## config.mk

```make
export PLATFORM = sky130hd
export DESIGN_NAME = ux607_uart0_rx_ctrl_flat
export DESIGN_NICKNAME = d
export VERILOG_FILES = /design/src/rtl/ux607_uart0_rx_ctrl_if.sv /design/src/rtl/ux607_uart0_rx_ctrl.sv /design/src/flat_wrapper.sv
export SDC_FILE = /design/constraint.sdc
export NUM_CORES = 1
export LEC_CHECK = 0
export CAP_MARGIN = 15
export CELL_PAD_IN_SITES_DETAIL_PLACEMENT = 1
export CELL_PAD_IN_SITES_GLOBAL_PLACEMENT = 1
export CORE_MARGIN = 2
export CORE_UTILIZATION = 50
export DETAILED_ROUTE_END_ITERATION = 16
export DONT_BUFFER_PORTS = 1
export PLACE_DENSITY_LB_ADDON = 0.1
export SYNTH_ARGS = -nofsm -noshare
export SYNTH_HDL_FRONTEND = slang
export SYNTH_SLANG_ARGS = --single-unit
```

## constraint.sdc

```tcl
create_clock -name clk -period 4.25 [get_ports clk]
set_input_delay 0.6375 -clock clk [delete_from_list [all_inputs] [get_ports clk]]
set_output_delay 0.6375 -clock clk [all_outputs]
set_load 0.005 [all_outputs]
```

## src/rtl/ux607_uart0_rx_ctrl_if.sv

```systemverilog
// FIFO read port between the UART0 receive controller and its consumer.
// The consumer (master) issues pops; the controller (slave) presents the head entry.
interface ux607_uart0_rx_ctrl_if;
  logic       rd_req;
  logic [8:0] rd_data;
  logic       rd_valid;

  modport master (output rd_req, input rd_data, input rd_valid);
  modport slave  (input rd_req, output rd_data, output rd_valid);
endinterface

```

## src/rtl/ux607_uart0_rx_ctrl.sv

```systemverilog
// UART0 receive controller: sample-tick generator, capture FSM, 4-entry RX FIFO and interrupts.
// Optional timeout interrupt is compiled in with macro UX607_UART_RX_TIMEOUT_EN.
module ux607_uart0_rx_ctrl (
  input  logic                        clk,
  input  logic                        rst,
  input  logic                        cfg_en,
  input  logic                        cfg_no_parity,
  input  logic                        cfg_ev_parity,
  input  logic [15:0]                 cfg_div,
  input  logic [2:0]                  cfg_thresh,
  input  logic                        rx_ok,
  input  logic [7:0]                  rx_byte,
  input  logic                        rx_perr,
  output logic                        rx_en,
  output logic                        rx_data_sample,
  output logic                        no_parity,
  output logic                        ev_parity,
  output logic                        rd_data_flag,
  ux607_uart0_rx_ctrl_if.slave        rd,
  output logic [2:0]                  fifo_cnt,
  output logic                        ovr,
  input  logic                        ovr_clr,
  output logic                        irq_lvl,
  output logic                        irq_tmo
);

  typedef enum logic [1:0] {
    ST_OFF      = 2'd0,
    ST_WAIT_OK  = 2'd1,
    ST_CAPTURE  = 2'd2,
    ST_WAIT_CLR = 2'd3
  } state_t;

  state_t      state_r;
  logic        rx_en_r;
  logic        rd_data_flag_r;
  logic        no_parity_r;
  logic        ev_parity_r;

  logic [15:0] tick_cnt_r;
  logic        sample_s;

  logic [8:0]  mem_r [0:3];
  logic [1:0]  wr_ptr_r;
  logic [1:0]  rd_ptr_r;
  logic [2:0]  cnt_r;
  logic [2:0]  cnt_nxt_s;
  logic        ovr_r;
  logic        irq_lvl_r;

  logic        push_s;
  logic        pop_s;
  logic        full_s;
  logic        wr_s;
  logic        ovr_set_s;
  logic [2:0]  thr_s;

  // Sample-tick counter: free-runs 0..cfg_div while enabled, parked at zero otherwise.
  always_ff @(posedge clk) begin
    if (rst) begin
      tick_cnt_r <= 16'd0;
    end else if (!cfg_en) begin
      tick_cnt_r <= 16'd0;
    end else if (tick_cnt_r == cfg_div) begin
      tick_cnt_r <= 16'd0;
    end else begin
      tick_cnt_r <= tick_cnt_r + 16'd1;
    end
  end

  // Pulse is gated by rst/cfg_en so no tick escapes while disabled or in reset.
  assign sample_s       = cfg_en & ~rst & (tick_cnt_r == cfg_div);
  assign rx_data_sample = sample_s;

  // Capture FSM with registered receiver controls; parity config is latched only while OFF.
  always_ff @(posedge clk) begin
    if (rst) begin
      state_r        <= ST_OFF;
      rx_en_r        <= 1'b0;
      rd_data_flag_r <= 1'b0;
      no_parity_r    <= 1'b0;
      ev_parity_r    <= 1'b0;
    end else if (!cfg_en) begin
      state_r        <= ST_OFF;
      rx_en_r        <= 1'b0;
      rd_data_flag_r <= 1'b0;
      if (state_r == ST_OFF) begin
        no_parity_r <= cfg_no_parity;
        ev_parity_r <= cfg_ev_parity;
      end
    end else begin
      case (state_r)
        ST_OFF: begin
          state_r        <= ST_WAIT_OK;
          rx_en_r        <= 1'b1;
          rd_data_flag_r <= 1'b0;
          no_parity_r    <= cfg_no_parity;
          ev_parity_r    <= cfg_ev_parity;
        end
        ST_WAIT_OK: begin
          if (rx_ok) begin
            state_r        <= ST_CAPTURE;
            rd_data_flag_r <= 1'b1;
          end
        end
        ST_CAPTURE: begin
          state_r        <= ST_WAIT_CLR;
          rd_data_flag_r <= 1'b0;
        end
        ST_WAIT_CLR: begin
          if (!rx_ok) begin
            state_r <= ST_WAIT_OK;
          end
        end
        default: begin
          state_r        <= ST_OFF;
          rx_en_r        <= 1'b0;
          rd_data_flag_r <= 1'b0;
        end
      endcase
    end
  end

  assign rx_en        = rx_en_r;
  assign rd_data_flag = rd_data_flag_r;
  assign no_parity    = no_parity_r;
  assign ev_parity    = ev_parity_r;

  // FIFO control: a push into a full FIFO only lands when a pop frees the head slot.
  always_comb begin
    push_s    = (state_r == ST_CAPTURE) & cfg_en;
    pop_s     = rd.rd_req & (cnt_r != 3'd0);
    full_s    = (cnt_r == 3'd4);
    wr_s      = push_s & (~full_s | pop_s);
    ovr_set_s = push_s & full_s & ~pop_s;
    if (wr_s && !pop_s) begin
      cnt_nxt_s = cnt_r + 3'd1;
    end else if (pop_s && !wr_s) begin
      cnt_nxt_s = cnt_r - 3'd1;
    end else begin
      cnt_nxt_s = cnt_r;
    end
  end

  // Effective level threshold, clamped into 1..4.
  always_comb begin
    case (cfg_thresh)
      3'd0:    thr_s = 3'd1;
      3'd1:    thr_s = 3'd1;
      3'd2:    thr_s = 3'd2;
      3'd3:    thr_s = 3'd3;
      3'd4:    thr_s = 3'd4;
      default: thr_s = 3'd4;
    endcase
  end

  // FIFO storage; pointers and count carry the reset, so the array needs none.
  always_ff @(posedge clk) begin
    if (wr_s) begin
      mem_r[wr_ptr_r] <= {rx_perr, rx_byte};
    end
  end

  // FIFO pointers, occupancy, sticky overrun and level interrupt.
  always_ff @(posedge clk) begin
    if (rst) begin
      wr_ptr_r  <= 2'd0;
      rd_ptr_r  <= 2'd0;
      cnt_r     <= 3'd0;
      ovr_r     <= 1'b0;
      irq_lvl_r <= 1'b0;
    end else begin
      if (wr_s) begin
        wr_ptr_r <= wr_ptr_r + 2'd1;
      end
      if (pop_s) begin
        rd_ptr_r <= rd_ptr_r + 2'd1;
      end
      cnt_r     <= cnt_nxt_s;
      irq_lvl_r <= (cnt_nxt_s >= thr_s);
      if (ovr_set_s) begin
        ovr_r <= 1'b1;
      end else if (ovr_clr) begin
        ovr_r <= 1'b0;
      end
    end
  end

  assign rd.rd_valid = (cnt_r != 3'd0);
  assign rd.rd_data  = (cnt_r != 3'd0) ? mem_r[rd_ptr_r] : 9'h000;
  assign fifo_cnt    = cnt_r;
  assign ovr         = ovr_r;
  assign irq_lvl     = irq_lvl_r;

`ifdef UX607_UART_RX_TIMEOUT_EN
  localparam logic [9:0] TMO_LIMIT = 10'd640;

  logic [9:0] tmo_cnt_r;
  logic [9:0] tmo_nxt_s;
  logic       irq_tmo_r;

  // Idle-time counter: any FIFO activity or an empty FIFO restarts it; it saturates at the limit.
  always_comb begin
    if (push_s || pop_s || (cnt_r == 3'd0)) begin
      tmo_nxt_s = 10'd0;
    end else if (sample_s && (tmo_cnt_r != TMO_LIMIT)) begin
      tmo_nxt_s = tmo_cnt_r + 10'd1;
    end else begin
      tmo_nxt_s = tmo_cnt_r;
    end
  end

  // Timeout counter and its interrupt flag update together.
  always_ff @(posedge clk) begin
    if (rst) begin
      tmo_cnt_r <= 10'd0;
      irq_tmo_r <= 1'b0;
    end else begin
      tmo_cnt_r <= tmo_nxt_s;
      irq_tmo_r <= (tmo_nxt_s == TMO_LIMIT);
    end
  end

  assign irq_tmo = irq_tmo_r;
`else
  assign irq_tmo = 1'b0;
`endif

endmodule

```

## src/flat_wrapper.sv

```systemverilog
// flat-port wrapper written by rule: the top's interface ports become plain ports
module ux607_uart0_rx_ctrl_flat 
  (clk, rst, cfg_en, cfg_no_parity, cfg_ev_parity, cfg_div, cfg_thresh, rx_ok, rx_byte, rx_perr, rx_en, rx_data_sample, no_parity, ev_parity, rd_data_flag, fifo_cnt, ovr, ovr_clr, irq_lvl, irq_tmo, rd_rd_req, rd_rd_data, rd_rd_valid);
  ux607_uart0_rx_ctrl_if rd_i ();
  input  logic clk;
  input  logic rst;
  input  logic cfg_en;
  input  logic cfg_no_parity;
  input  logic cfg_ev_parity;
  input  logic [15:0] cfg_div;
  input  logic [2:0] cfg_thresh;
  input  logic rx_ok;
  input  logic [7:0] rx_byte;
  input  logic rx_perr;
  output logic rx_en;
  output logic rx_data_sample;
  output logic no_parity;
  output logic ev_parity;
  output logic rd_data_flag;
  output logic [2:0] fifo_cnt;
  output logic ovr;
  input  logic ovr_clr;
  output logic irq_lvl;
  output logic irq_tmo;
  input wire logic [$bits(rd_i.rd_req)-1:0] rd_rd_req;
  output wire logic [$bits(rd_i.rd_data)-1:0] rd_rd_data;
  output wire logic [$bits(rd_i.rd_valid)-1:0] rd_rd_valid;
  assign rd_i.rd_req = rd_rd_req;
  assign rd_rd_data = rd_i.rd_data;
  assign rd_rd_valid = rd_i.rd_valid;
  ux607_uart0_rx_ctrl u_core (.clk(clk), .rst(rst), .cfg_en(cfg_en), .cfg_no_parity(cfg_no_parity), .cfg_ev_parity(cfg_ev_parity), .cfg_div(cfg_div), .cfg_thresh(cfg_thresh), .rx_ok(rx_ok), .rx_byte(rx_byte), .rx_perr(rx_perr), .rx_en(rx_en), .rx_data_sample(rx_data_sample), .no_parity(no_parity), .ev_parity(ev_parity), .rd_data_flag(rd_data_flag), .rd(rd_i), .fifo_cnt(fifo_cnt), .ovr(ovr), .ovr_clr(ovr_clr), .irq_lvl(irq_lvl), .irq_tmo(irq_tmo));
endmodule
```

==> results of run 1 <==
-- final cells by class --
cell class / instances / area share
sequential: 69 / 0.499
timing repair buffer: 1 / 0.00215
clock inverter: 6 / 0.0183
multi-input combinational: 182 / 0.405
inverter: 11 / 0.0118
clock buffer: 10 / 0.0365
tap: 77 / 0.0276
-- how the worst min path moves through the flow --
stage / end / cells after the start / start
after floorplan: u_core.rx_en / 2 / u_core.rx_en
after global placement: u_core.ovr / 2 / u_core.ovr
after detailed placement: u_core.rx_en / 2 / u_core.rx_en
after CTS: u_core.ovr / 1 / rst
after global routing: u_core.ev_parity / 1 / rst
final: u_core.ovr / 1 / rst
-- flip-flops by register name, summed over array words and instances, names as in the netlist, 2 cells and up, named ones only --
signal and count:
u_core.rd_ptr_r 2, u_core.mem_r 36, u_core.tick_cnt_r 16, u_core.fifo_cnt 3
u_core.state_r 2, u_core.wr_ptr_r 2
-- cells by family after synthesis --
logic type / count (synthesis) / share of synthesized area
flops: 69 / 0.536
xor+xnor: 30 / 0.0809
mux: 12 / 0.0717
fa+ha+maj: 15 / 0.0578
simple gates: 95 / 0.169
other cells: 1 / 0.00115
buf+inv: 22 / 0.0277
compound gates: 29 / 0.0551
-- per-layer routing --
layer	vias up	share of wire
li1	981	-
met2	38	0.47
met3	7	0.040
met4	0	0.018
met5	-	0
met1	942	0.47
-- stage by stage --
step | utilization | area (um2) | instances | hold WS (ns)
4_1_cts | 0.553 | 3490 | 356 | 0.340
3_3_place_gp | 0.523 | 3300 | 340 | 0.497
5_1_grt | 0.553 | 3490 | 356 | 0.346
2_1_floorplan | - | 3250 | 273 | 0.465
3_5_place_dp | 0.523 | 3300 | 340 | 0.511
6_report | 0.553 | 3490 | 356 | 0.355
-- report_power, final --
group	internal (mW)	total (mW)	switching, mW	leakage, nW
sequential	0.732	0.788	0.0566	0.591
clock	0.270	0.517	0.247	0.0923
combinational	0.181	0.367	0.186	0.527
-- cells in the final DEF (no fill, tap or decap), types with 13 or more instances in the layout --
master,Yosys,final
edfxtp_1,36,36
dfxtp_1,33,33
xnor2_1,19,19
and2_1,15,15
nor2_1,15,15
ha_1,15,15
nor3_1,14,14
a21oi_1,13,13
==> impl_results.md, run 1 <==
* H-tree depth at 3
* Remaining DRCs at 0
* Max incr delay on CP at 0.47 ns
* End of the worst register-to-register path: u_core.irq_lvl
* CP required at 4.48 ns
* DR iter-0 viols at 83
* Seq cells post-synth at 69
* Post-Syn Area at 0.00325 mm2
* Multi-input logic area at 0.00142 mm2
* FILL cells at 675
* Die Span Y at 84.6 um
* First-pass GRT wire length at 10.2 mm
* Largest net degree at the start of global routing at 22
* DP Worst Slack at 1.60 ns
* Most used routing layer: met2
* Post-CTS resize count at 0
* CP cell instances: inv_1 -> ha_1 -> nand2b_1 -> nand3_1 -> a21o_1 -> and2_1 -> ha_1 -> nand2b_1 -> a21o_1 -> a21oi_1 -> nor2_1
* R2R Setup Slk at 1.62 ns
* Row count at 29
* Root Driver: clkbuf_8
* Antenna Cells at 0
* Mean Syn Cell Area at 11.9 um2
* Final wirelength at 6.04 mm
* Worst r2r src: u_core.fifo_cnt[1]
* Top post-synthesis cells by count: 36 x edfxtp_1, 33 x dfxtp_1, 19 x xnor2_1
* GR Layer Usage met2 at 0.289
* Final hold vios at 0
* Vias in the first global route at 1996
* Leak at 1.21 nW
* Post-synth EDFFs at 36
* Slew HR at 0.447
* Syn Inst Count at 273
* Actual slew at the worst max-slew pin at 0.829 ns
* CTS Buf Count at 9
* Layout net count at 325
* Max Clk Rate at 0.380 GHz
* WP data arrival at 2.86 ns
* Post-synth top area share at 0.333
* Startpoint Class: register
* Final HPWL DP at 4.27 mm
* Post-synth cell types at 43
* Die width at 84.6 um
* Most frequent cell after synthesis: edfxtp_1
* Final Setup Violations at 0
* Design Power at 1.67 mW
* Post-synth top flop: edfxtp_1
* I/O Pins at 57
* Skew-Pair Late Insertion Delay at 0.34 ns
* DRT Pass-1 Iters at 4
* Setup TNS at 0 ns
* Core ar. at 0.00631 mm2
* Max cap viols at 0
* Levels on crit path at 11
* Post-CTS Hold Fix Bufs at 0
* CP endpoint: u_core.irq_lvl
* Setup bufs post-CTS at 0
* GPL Wtd Cong at 0.727
* Outcome: finished, final reports clean
* Via density at 5.53
* Slowest stage cell, crit path: dfxtp_1
* Wire per inst at 17.0 um
* Worst min path class: input pin to register
* Fin crit period at 2.63 ns
* Critical Path Sink Type: register
* Mapped Nets at 324
* Power Density at 479 mW/mm2
* CTS clock-pin slew for the worst setup and hold paths at 0.08 ns
* Via count at 1968
* Met1 usage in global routing at 0.246
* Clock Tree Buf Depth at 2
* Tot GR Track Use at 0.184
* Worst Reg-to-Reg Cells at 11
* Sequential cell area fraction in the yosys report at 0.536
* Worst Setup SP: u_core.fifo_cnt[1]
* Async SR Flop Fraction at 0
* Worst Setup Path Type: register to register
* RSZ-0062 raised after global routing: no
* Initial antenna violation count at 0
* Peak VDD IR at 257 uV
* Met3 global-route usage at 0.0393
* Clk_skew at 0.0127 ns
* Register Area at 0.00174 mm2
* DIE AREA at 0.00715 mm2
* Max-slew violations at 0
* Post-route ant nets at 0
* Initial Util at 0.514
* Final Worst Setup Slack at 1.62 ns
* Area growth syn-to-layout at 7.59%
* Clk sinks at 69
* Critical path buffer and inverter count at 1
* Layout cells sized above 1 at 0.115
* Dominant cell type by area after synthesis: edfxtp_1
* Crit share post-route at 0.619
* TritonCTS clock tree: done
* Port Buffers at 0
* Warnings, synthesis at 0
* Worst-path fanout max at 14
* Delay-heaviest family, CP: simple AND/OR/NAND/NOR gates
* Top post-synthesis cells by area: edfxtp_1 33%, dfxtp_1 20%, mux4_2 6.2%
* Overflow after GRT at 0
Note: power is estimated with default switching activity, not from simulation.
==> inputs of run 2 (changes only) <==
--- a/config.mk
+++ b/config.mk
@@ -9,7 +9,7 @@
 export CELL_PAD_IN_SITES_DETAIL_PLACEMENT = 1
 export CELL_PAD_IN_SITES_GLOBAL_PLACEMENT = 1
 export CORE_MARGIN = 2
-export CORE_UTILIZATION = 50
+export CORE_UTILIZATION = 45
 export DETAILED_ROUTE_END_ITERATION = 16
 export DONT_BUFFER_PORTS = 1
 export PLACE_DENSITY_LB_ADDON = 0.1
==> constraint.sdc (replaced) <==
create_clock -name clk -period 2.3 [get_ports clk]
set_input_delay 0.345 -clock clk [delete_from_list [all_inputs] [get_ports clk]]
set_output_delay 0.345 -clock clk [all_outputs]
set_load 0.005 [all_outputs]
==> impl_results.md, run 2 (synthesis results as in run 1) <==
* Outcome: finished, final reports clean
* CP required at 2.54 ns (-1.94 ns)
* Vias in the first global route at 2125 (+6.5%)
* Startpoint Class: register
* Initial Util at 0.470 (-0.0442)
* Multi-input logic area at 0.00144 mm2 (+1.6%)
* Layout net count at 334 (+2.8%)
* First-pass GRT wire length at 10.4 mm (+1.7%)
* Die Span Y at 88.9 um (+5.1%)
* Core ar. at 0.00691 mm2 (+9.4%)
* Psw at 994 uW (+100%)
* R2R Setup Slk at 0.22 ns (-1.40 ns)
* Port Buffers at 0 (unchanged)
* Flop pwr share at 0.410 (-0.061)
* Row count at 30 (+3.4%)
* Worst r2r src: u_core.state_r[0]
* Root Driver: clkbuf_8
* Largest register FFs at 36 (unchanged)
* Max Clk Rate at 0.481 GHz (+27%)
* Layout cells sized above 1 at 0.167 (+0.0520)
* Worst Hold End: u_core.wr_ptr_r[1]
* Final HPWL DP at 4.44 mm (+4.1%)
* Final hold vios at 0 (unchanged)
* Antenna Cells at 0 (unchanged)
* Remaining DRCs at 0 (unchanged)
* Clk sinks at 69 (unchanged)
* DR iter-0 viols at 84 (+1.2%)
* Clk_skew at 0.00818 ns (-0.00452 ns)
* WP data arrival at 2.31 ns (-0.55 ns)
* Power Density at 943 mW/mm2 (+97%)
* CTS Buf Count at 9 (unchanged)
* Hold_sp: rst
* DP Area at 0.00338 mm2 (+2.3%)
* Clock share of power at 0.325 (+0.016)
* Fin crit period at 2.08 ns (-0.553 ns)
* H-tree depth at 3 (unchanged)
* Crit share post-route at 0.904 (+0.285)
* RSZ-0062 raised after global routing: no
* Post-route cell area at 0.00365 mm2 (+4.4%)
* Hold WS at 0.0619 ns (-0.293 ns)
* Critical Path Sink Type: register
* Area growth syn-to-layout at 12.3%
* Final Setup Violations at 0 (unchanged)
* TritonCTS clock tree: done
* GPL Wtd Cong at 0.752 (+3.5%)
* Initial antenna violation count at 0 (unchanged)
* CTS clock-pin slew for the worst setup and hold paths at 0.08 ns (about the same)
* Via count at 2033 (+3.3%)
* Top reg by flops: u_core.mem_r
* Most common cell after layout, fill and taps aside: edfxtp_1
* Largest net degree at the start of global routing at 17 (-23%)
* Die width at 88.9 um (+5.1%)
* Worst Reg-to-Reg Cells at 11 (unchanged)
* Register Area at 0.00174 mm2 (+0.14%)
* Peak VDD IR at 365 uV (+42%)
* DRT Pass-1 Iters at 4 (unchanged)
* Tot GR Track Use at 0.171 (-0.0133)
* Max cap viols at 0 (unchanged)
* Final wirelength at 6.08 mm (+0.70%)
* Clock Tree Buf Depth at 2 (unchanged)
* FILL cells at 748 (+11%)
* Leak at 1.29 nW (+6.4%)
* Worst hold path depth at 1 (unchanged)
* Via density at 5.29 (-4.2%)
* Max-slew violations at 0 (unchanged)
* Commonest non-fill, non-tap cells in the layout: 36 x edfxtp_1, 31 x dfxtp_1, 19 x xnor2_1
* Worst min path class: input pin to register
* I/O Pins at 57 (unchanged)
* Wire per inst at 15.8 um (-6.6%)
* End of the worst register-to-register path: u_core.irq_lvl
* Worst-path fanout max at 7 (-7)
* Switching Share at 0.289 (-0.00392)
* Combinational fraction of design power at 0.265 (+0.046)
* Overflow after GRT at 0 (unchanged)
* Skew-Pair Late Insertion Delay at 0.34 ns (about the same)
* Post-route ant nets at 0 (unchanged)
* DIE AREA at 0.00791 mm2 (+11%)
* Worst Setup Path Type: register to register
* Pint at 2.44 mW (+110%)
## run 2: changes by cell type in the layout (fill, tap and decap cells not counted), sizes merged
cell / before / now
buf: 1 / 10
inv: 11 / 15
clkinv: 3 / 1
clkinvlp: 2 / 0
bufinv: 1 / 2
clkbuf: 10 / 9
## run 2: what timing repair did
| action | CTS | global route |
|---|---|---|
| endpoints found under the setup margin | 1 | 1 |
| hold buffers | 0 | 0 |
| buffers inserted | 0 | 2 |
| pin swaps | 0 | 1 |
| gates resized for setup | 1 | 7 |
## run 2: how the worst max path moves through the flow
| stage | from | endpoint | slack, ns | cells past startpoint |
|---|---|---|---|---|
| floorplan | u_core.fifo_cnt[1] | u_core.irq_lvl | 0.15 | 11 |
| global placement | u_core.state_r[0] | u_core.irq_lvl | 0.09 | 11 |
| detailed placement | u_core.state_r[0] | u_core.irq_lvl | -0.006 | 11 |
| CTS | u_core.state_r[0] | u_core.irq_lvl | 0.04 | 11 |
| global route | u_core.fifo_cnt[0] | u_core.irq_lvl | 0.006 | 11 |
| finish | u_core.state_r[0] | u_core.irq_lvl | 0.22 | 11 |
## run 2: area by class of cell
type	instances	share of cell area
Sequential cell	69	0.478
Clock buffer	9	0.0340
Tap cell	96	0.0329
Inverter	11	0.0113
Multi-Input combinational cell	182	0.394
Timing Repair Buffer	10	0.0206
Clock inverter	7	0.0285
## run 2: critical path, stage by stage, from the launching register on
cell and delay [ns]:
dfxtp_2 0.35, inv_2 0.08, ha_4 0.18, and2_1 0.15, nand3b_1 0.10, a21o_1 0.20, and2_1 0.16, ha_1 0.26
nand2b_1 0.14, a21o_1 0.17, a21oi_1 0.14, nor2_1 0.05
## run 2: power groups by stage
stage / clock, mW / sequential (mW) / combinational [mW]
after floorplan: 0 / 1.43 / 0.626
after global placement: 0 / 1.44 / 0.837
after detailed placement: 0 / 1.44 / 0.850
after CTS: 1.15 / 1.41 / 0.855
after global routing: 1.21 / 1.42 / 1.05
final: 1.12 / 1.41 / 0.910
## run 2: layer usage
layer,part of all wire,vias to the layer above,GRT usage
li1,-,999,-
met1,0.46,979,0.223
met2,0.49,47,0.282
met3,0.040,8,0.0342
met4,0.013,0,0.0692
met5,0,-,0
## run 2: stage by stage
step	utilization	cells	power (mW)	TNS [ns]	setup slack [ns]
floorplan	-	273	2.05	0	0.150
finish	0.528	384	3.44	0	0.222
global route	0.528	384	3.68	0	0.00589
global placement	0.489	366	2.27	0	0.0944
detailed placement	0.489	366	2.29	-0.00551	-0.00551
CTS	0.522	382	3.42	0	0.0444
==> inputs of run 3 (changes only) <==
--- a/config.mk
+++ b/config.mk
@@ -12,7 +12,7 @@
 export CORE_UTILIZATION = 45
 export DETAILED_ROUTE_END_ITERATION = 16
 export DONT_BUFFER_PORTS = 1
-export PLACE_DENSITY_LB_ADDON = 0.1
+export PLACE_DENSITY_LB_ADDON = 0.05
 export SYNTH_ARGS = -nofsm -noshare
 export SYNTH_HDL_FRONTEND = slang
 export SYNTH_SLANG_ARGS = --single-unit
==> impl_results.md, run 3 (synthesis results as in run 1) <==
* H-tree depth at 3 (unchanged)
* I/O Pins at 57 (unchanged)
* Die width at 88.9 um (unchanged)
* Wire per inst at 16.8 um (+6.2%)
* Top reg by flops: u_core.mem_r
* Power Density at 929 mW/mm2 (-1.5%)
* Critical Path Sink Type: register
* Layout cells sized above 1 at 0.162 (-0.00460)
* R2R Setup Slk at 0.18 ns (-0.04 ns)
* Leak at 1.29 nW (+0.17%)
* End of the worst register-to-register path: u_core.irq_lvl
* Clock Tree Buf Depth at 2 (unchanged)
* Die Span Y at 88.9 um (unchanged)
* Vias in the first global route at 2221 (+4.5%)
* Startpoint Class: register
* Layout net count at 336 (+0.60%)
* Port Buffers at 0 (unchanged)
* TritonCTS clock tree: done
* Max-slew violations at 0 (unchanged)
* CTS clock-pin slew for the worst setup and hold paths at 0.08 ns (about the same)
* First-pass GRT wire length at 10.5 mm (+1.6%)
* Max Clk Rate at 0.471 GHz (-2.1%)
* Largest net degree at the start of global routing at 21 (+4)
* Worst r2r src: u_core.state_r[0]
* Worst hold path depth at 1 (unchanged)
* Most common cell after layout, fill and taps aside: edfxtp_1
* Post-CTS Hold Fix Bufs at 0 (unchanged)
* Worst Setup Path Type: register to register
* Final wirelength at 6.49 mm (+6.7%)
* Final Worst Setup Slack at 0.177 ns (-0.0447 ns)
* Via density at 5.40 (+2.0%)
* WP data arrival at 2.36 ns (+0.05 ns)
* Via count at 2084 (+2.5%)
* Initial Util at 0.470 (unchanged)
* Remaining DRCs at 0 (unchanged)
* CP required at 2.54 ns (about the same)
* Overflow after GRT at 0 (unchanged)
* Largest register FFs at 36 (unchanged)
* Initial antenna violation count at 0 (unchanged)
* GPL Wtd Cong at 0.784 (+4.2%)
* Crit share post-route at 0.923 (+0.0194)
* Peak VDD IR at 339 uV (-7.1%)
* Commonest non-fill, non-tap cells in the layout: 36 x edfxtp_1, 33 x dfxtp_1, 19 x xnor2_1
* Final HPWL DP at 4.66 mm (+5.0%)
* Row count at 30 (unchanged)
* Worst Hold End: u_core.fifo_cnt[0]
* Clk sinks at 69 (unchanged)
* DIE AREA at 0.00791 mm2 (unchanged)
* Fin crit period at 2.12 ns (+0.0447 ns)
* Worst Reg-to-Reg Cells at 11 (unchanged)
* Tot GR Track Use at 0.176 (+0.00493)
* Root Driver: clkbuf_8
* Outcome: finished, final reports clean
* Worst min path class: input pin to register
* Skew-Pair Late Insertion Delay at 0.34 ns (about the same)
* CTS Buf Count at 9 (unchanged)
* Post-route ant nets at 0 (unchanged)
* Clk_skew at 0.00891 ns (+0.000731 ns)
* Final hold vios at 0 (unchanged)
* DP Worst Slack at 0.0842 ns (+0.0897 ns)
* Hold_sp: rst
* DR iter-0 viols at 74 (-12%)
* Area growth syn-to-layout at 12.9%
* Final Setup Violations at 0 (unchanged)
* Antenna Cells at 0 (unchanged)
* Worst-path fanout max at 7 (unchanged)
* Max cap viols at 0 (unchanged)
* DRT Pass-1 Iters at 4 (unchanged)
* Setup TNS at 0 ns (unchanged)
* RSZ-0062 raised after global routing: no
* Core ar. at 0.00691 mm2 (unchanged)
==> run 3: through the flow <==
step	utilization	hold slack (ns)	power [mW]	cells	cell area [um2]
after global placement	0.493	0.417	2.25	370	3410
after CTS	0.527	0.0449	3.42	386	3640
after floorplan	-	0.414	2.05	273	3250
after detailed placement	0.493	0.417	2.27	370	3410
final	0.531	0.0655	3.41	386	3660
after global routing	0.531	0.0396	3.62	386	3660
==> run 3: layout make-up <==
type / count / area [um2]
fillers: 762 / 3240
flip-flops and latches: 69 / 1740
multi-input cells: 182 / 1440
clock buffers: 9 / 124
well taps: 96 / 120
clock inverters: 7 / 105
repair buffers: 12 / 90.1
inverters: 11 / 41.3
==> run 3: worst max-delay path by stage <==
stage,endpoint,slack (ns),depth (start not counted),start
floorplan,u_core.irq_lvl,0.15,11,u_core.fifo_cnt[1]
global placement,u_core.irq_lvl,0.13,11,u_core.state_r[0]
CTS,u_core.irq_lvl,0.07,11,u_core.fifo_cnt[0]
detailed placement,u_core.irq_lvl,0.08,11,u_core.state_r[0]
finish,u_core.irq_lvl,0.18,11,u_core.state_r[0]
global route,u_core.irq_lvl,0.02,11,u_core.state_r[0]
==> run 3: what timing repair did <==
item | in CTS | in global routing
setup endpoints to repair | 0 | 1
gates resized for setup | 0 | 5
hold endpoints to repair | 0 | 0
buffers inserted | 0 | 0
==> run 3: critical path, cell delays in order (launching register included) <==
cell	delay, ns
dfxtp_1	0.34
inv_1	0.13
ha_4	0.19
and2_1	0.15
nand3b_1	0.10
a21o_1	0.20
and2_1	0.15
ha_1	0.26
nand2b_1	0.14
a21o_1	0.17
a21oi_1	0.14
nor2_1	0.05
==> run 3: report_power, final <==
group          switching [mW]  internal (mW)  total (mW)
Combinational           0.449          0.425       0.874
Clock                   0.503          0.630        1.13
Sequential             0.0476           1.35        1.40
Total                    1.00           2.41        3.41
==> run 3: metal layers <==
layer,wire (um),global-route usage,vias up
li1,-,-,1002
met2,3380,0.305,45
met4,43,0.0556,0
met1,2770,0.211,1031
met5,0,0,-
met3,295,0.0517,6
